File: config.mk
export PLATFORM = sky130hd
export DESIGN_NAME = tile_line_serializer
export DESIGN_NICKNAME = d
export VERILOG_FILES = /design/src/rtl/tile_line_serializer.sv
export SDC_FILE = /design/constraint.sdc
export NUM_CORES = 1
export LEC_CHECK = 0
export ABC_AREA = 1
export CORE_UTILIZATION = 50
export CTS_BUF_LIST = sky130_fd_sc_hd__clkbuf_4
export CTS_CLUSTER_DIAMETER = 200
export CTS_CLUSTER_SIZE = 30
export DETAILED_ROUTE_END_ITERATION = 10
export PLACE_DENSITY = 0.72
export SYNTH_ARGS = -nofsm -noshare
export SYNTH_HDL_FRONTEND = slang
export SYNTH_SLANG_ARGS = --single-unit
File: constraint.sdc
create_clock -name i_clk -period 2 [get_ports i_clk]
set_input_delay 0.4 -clock i_clk [delete_from_list [all_inputs] [get_ports i_clk]]
set_output_delay 0.4 -clock i_clk [all_outputs]
set_load 0.005 [all_outputs]
File: src/rtl/tile_line_serializer.sv
// tile_line_serializer
//
// Re-serializes m-element result tiles into a raster pixel stream, one element
// per cycle, and tracks the column/row of the element on the output. A 2-entry
// tile FIFO sits between the two valid/ready interfaces so that upstream and
// downstream can stall independently.
//
// Parameters:
//   W   pixels per output line (multiple of m)
//   H   lines per frame
//   m   elements per input tile
//   DW  bits per element
//
// Ports:
//   i_clk            clock, rising edge
//   i_rst            asynchronous active-low reset
//   i_tile           input tile, element j at bits [(m-1-j)*DW +: DW]
//   i_tile_valid     i_tile is valid
//   o_tile_ready     a tile can be accepted this cycle
//   o_data           current element
//   o_data_valid     o_data is valid
//   i_data_ready     downstream accepts o_data
//   o_last_in_line   o_data is at column W-1
//   o_last_in_frame  o_data is at column W-1 of row H-1
//   o_col, o_row     position of o_data in the frame

module tile_line_serializer #(
    parameter int unsigned W  = 512,
    parameter int unsigned H  = 512,
    parameter int unsigned m  = 2,
    parameter int unsigned DW = 8
) (
    input  logic                 i_clk,
    input  logic                 i_rst,
    input  logic [m*DW-1:0]      i_tile,
    input  logic                 i_tile_valid,
    output logic                 o_tile_ready,
    output logic [DW-1:0]        o_data,
    output logic                 o_data_valid,
    input  logic                 i_data_ready,
    output logic                 o_last_in_line,
    output logic                 o_last_in_frame,
    output logic [$clog2(W)-1:0] o_col,
    output logic [$clog2(H)-1:0] o_row
);

    localparam int unsigned TW = m * DW;
    localparam int unsigned CW = $clog2(W);
    localparam int unsigned RW = $clog2(H);
    localparam int unsigned EW = (m > 1) ? $clog2(m) : 1;

    logic [TW-1:0] tile_q [2];
    logic          wr_ptr_q;
    logic          rd_ptr_q;
    logic [1:0]    count_q;
    logic [1:0]    count_d;
    logic [EW-1:0] elem_idx_q;
    logic [CW-1:0] col_q;
    logic [RW-1:0] row_q;
    // Holds o_tile_ready low during reset and until the first edge after release.
    logic          rst_done_q;

    logic          tile_ready;
    logic          data_valid;
    logic          push;
    logic          xfer;
    logic          last_elem;
    logic          pop;
    logic          col_wrap;
    logic [TW-1:0] head;
    logic [DW-1:0] head_elem;

    assign tile_ready = rst_done_q && (count_q != 2'd2);
    assign data_valid = (count_q != 2'd0);
    assign push       = i_tile_valid && tile_ready;
    assign xfer       = data_valid && i_data_ready;
    assign last_elem  = (elem_idx_q == EW'(m - 1));
    assign pop        = xfer && last_elem;
    assign col_wrap   = (col_q == CW'(W - 1));

    // Element select from the registered head tile; leftmost pixel sits in the MSBs.
    always_comb begin
        head      = tile_q[rd_ptr_q];
        head_elem = '0;
        for (int unsigned j = 0; j < m; j++) begin
            if (elem_idx_q == EW'(j)) begin
                head_elem = head[(m-1-j)*DW +: DW];
            end
        end
    end

    // A simultaneous push and pop leaves the occupancy unchanged.
    always_comb begin
        count_d = count_q;
        if (push && !pop) begin
            count_d = count_q + 2'd1;
        end else if (pop && !push) begin
            count_d = count_q - 2'd1;
        end
    end

    always_ff @(posedge i_clk or negedge i_rst) begin
        if (!i_rst) begin
            tile_q[0]  <= '0;
            tile_q[1]  <= '0;
            wr_ptr_q   <= 1'b0;
            rd_ptr_q   <= 1'b0;
            count_q    <= 2'd0;
            elem_idx_q <= '0;
            col_q      <= '0;
            row_q      <= '0;
            rst_done_q <= 1'b0;
        end else begin
            rst_done_q <= 1'b1;
            count_q    <= count_d;

            if (push) begin
                tile_q[wr_ptr_q] <= i_tile;
                wr_ptr_q         <= ~wr_ptr_q;
            end

            if (xfer) begin
                if (last_elem) begin
                    elem_idx_q <= '0;
                    rd_ptr_q   <= ~rd_ptr_q;
                end else begin
                    elem_idx_q <= elem_idx_q + EW'(1);
                end

                if (col_wrap) begin
                    col_q <= '0;
                    if (row_q == RW'(H - 1)) begin
                        row_q <= '0;
                    end else begin
                        row_q <= row_q + RW'(1);
                    end
                end else begin
                    col_q <= col_q + CW'(1);
                end
            end
        end
    end

    assign o_tile_ready    = tile_ready;
    assign o_data_valid    = data_valid;
    assign o_data          = data_valid ? head_elem : '0;
    assign o_col           = col_q;
    assign o_row           = row_q;
    assign o_last_in_line  = data_valid && col_wrap;
    assign o_last_in_frame = data_valid && col_wrap && (row_q == RW'(H - 1));

endmodule

==> results.sh <==
export IMPL_avgSynthCellArea_um2=8.58
export IMPL_layout_setup_ws_ns=-0.192
export IMPL_synth_warnings=0
export IMPL_grt_max_degree=38
export IMPL_route_vias_total=2642
export IMPL_arrival_ns=1.79
export IMPL_drive_above_1_share_pct=32.4
export IMPL_violations="setup timing"
export IMPL_syn2layout_area_growth_pct=36.6
export IMPL_num_antenna_cells=0
export IMPL_timing_rr_end="o_row[3]"
export IMPL_synth_seq_cells=56
export IMPL_cts_made_buffers=5
export IMPL_end_kind="primary output"
export IMPL_worst_setup_path_start_kind="register"
export IMPL_status="finished with violations"
export IMPL_nets=470
export IMPL_htreeDepth=2
export IMPL_peakVddDrop_uv=668
export IMPL_rsz0062_at_grt="true"
export IMPL_wire_per_inst_um=13.0
export IMPL_synthFlopType="dfrtp_1"
export IMPL_drt_iter0_drc=160
export IMPL_wirelength_mm=6.72
export IMPL_ant_nets=0
export IMPL_cts_tree="yes"
export IMPL_final_util_pct=71.9
export IMPL_layout_common_cells="nand2_1 (70), dfrtp_1 (55), buf_4 (46)"
export IMPL_p_leak_nw=2.00
export IMPL_finalCritPeriodShare_pct=110
export IMPL_yosysSeqAreaShare_pct=47.5
export IMPL_first_pass_iters=4
export IMPL_antenna_found_initial=0
export IMPL_cts_root_buffer="clkbuf_4"
export IMPL_synthesis_area_um2=2950
export IMPL_fill_cells=453
export IMPL_min_period_ns=2.19
export IMPL_hold_class="input port to asynchronous set/reset pin"
export IMPL_clk_path_buf_depth=2
export IMPL_setup_viol=3
export IMPL_io_pins=50
export IMPL_synth_cell_types=26
export IMPL_cp_required_ns=1.60
export IMPL_final_seq_area_um2=1400
export IMPL_crit_fanout=3
export IMPL_cap_violations=0
export IMPL_crit_start="o_col[6]"
export IMPL_die_area_um2=6210
export IMPL_r2r_cells=9
export IMPL_syn_num_nets=371
export IMPL_clk_pin_slew_ns=0.16
export IMPL_cts_sinks=56
export IMPL_slew_violations=0
export IMPL_track_usage_pct=22.6
export IMPL_die_y_um=78.8
export IMPL_syn_inst=344
export IMPL_overflow=0
export IMPL_critPathKind="register to primary output"
export IMPL_critPathCapture="o_last_in_frame"
export IMPL_final_common_cell="nand2_1"
export IMPL_ff2ff_setup_slack_ns=0.26
export IMPL_place_hpwl_mm=4.49
export IMPL_hold_viol=0
export IMPL_num_rows=27
export IMPL_die_width_um=78.8
export IMPL_initial_core_util_pct=52.6
export IMPL_regToRegStartpoint="o_col[6]"
export IMPL_post_drt_via_cell_ratio=5.12
export IMPL_grt_first_pass_wirelength_mm=11.1
export IMPL_gp_congestion=0.847
export IMPL_synth_edff_count=0
export IMPL_clkLatencyLatePin_ns=0.40
export IMPL_fmax_mhz=456
export IMPL_core_um2=5610
export IMPL_port_buffers=49
export IMPL_place_ws_ns=-0.374
export IMPL_grt_pass1_vias=2473
export IMPL_multi_input_area_um2=1400
export IMPL_powerDensity_nw_per_um2=1280
export IMPL_clock_skew_ns=0.0123
export IMPL_async_flop_share_pct=100
export IMPL_drc=0
-- cell families after synthesis --
kind of cell	synth area share, %
adders and majority gates	2.97
xor gates and xnor gates	1.19
and+or+nand+nor	22.5
AOI/OAI and AO/OA	17.3
DFF	47.5
buffers and inverters	8.48
other	0.127
-- worst min path at each step --
stage,start,endpoint,slack [ns],cells past startpoint
2_1_floorplan,i_rst,count_q[0],0.10,0
3_3_place_gp,i_rst,o_col[7],0.38,1
3_5_place_dp,i_rst,o_col[7],0.38,1
4_1_cts,i_rst,o_col[7],0.49,2
5_1_grt,i_rst,o_col[7],0.51,2
6_report,i_rst,o_col[7],0.48,2
-- layout make-up --
| type | count | share of cell area (%) |
|---|---|---|
| Multi-Input combinational cell | 237 | 34.8 |
| Clock buffer | 5 | 0.931 |
| Sequential cell | 56 | 34.8 |
| Inverter | 39 | 3.79 |
| Timing Repair Buffer | 104 | 22.9 |
| Clock inverter | 3 | 0.559 |
| Tap cell | 72 | 2.23 |
-- worst max-delay path, cell delays in order, from the launching register on --
cell and delay [ns]:
dfrtp_1 0.40, nand4_1 0.18, nor3_4 0.24, ha_2 0.21
inv_2 0.05, nor3_2 0.19, buf_2 0.15
-- cells in the mapped netlist, drive strengths merged, types with 2 or more instances --
cell type | count | share of area [%]
a21oi | 15 | 2.5
buf | 12 | 3.5
dfrtp | 56 | 47
ha | 7 | 3.0
inv | 38 | 4.8
nand2 | 77 | 10
nand3 | 15 | 3.0
nand4 | 4 | 0.85
nor2 | 50 | 6.9
nor3 | 2 | 0.51
o21ai | 59 | 14
xor2 | 3 | 0.89
-- routing by layer --
layer  routed length [um]  share of wire (%)  vias up  GRT usage [%]
li1                     -                  -     1294              -
met1                 2960                 44     1256           30.0
met2                 3360                 50       81           38.2
met3                  316                4.7       11           3.56
met4                   90                1.3        0           6.73
met5                    0                  0        -              0
-- report_power, final --
part / internal, mW / switching (mW)
clock network: 0.143 / 0.381
logic: 1.40 / 1.35
registers: 1.57 / 0.315
-- sequential cells by signal, indices dropped and copies added, names as in the netlist --
signal and cells:
wr_ptr_q 1, elem_idx_q 1, o_col 9, rd_ptr_q 1, tile_q 32, count_q 2, rst_done_q 1, o_row 9
-- metrics by stage --
stage / instance area [um2] / hold WS, ns / power, mW / TNS [ns] / std cells
6_report: 4030 / 0.478 / 5.16 / -0.231 / 516
5_1_grt: 4030 / 0.507 / 5.58 / -0.825 / 516
4_1_cts: 3870 / 0.491 / 4.86 / -0.367 / 506
3_5_place_dp: 3720 / 0.381 / 4.30 / -0.613 / 488
3_3_place_gp: 3720 / 0.384 / 4.23 / -0.415 / 488
2_1_floorplan: 2950 / 0.104 / 3.19 / 0 / 344
-- timing repair --
| action | in CTS | in global routing |
|---|---|---|
| cloned | 0 | 1 |
| hold endpoints to repair | 19 | 0 |
| hold buffers | 1 | 0 |
| pin swaps | 14 | 23 |
| gates resized for setup | 58 | 34 |
| buffers inserted | 9 | 11 |
| endpoints found under the setup margin | 11 | 11 |
(Power assumes the default switching activity.)
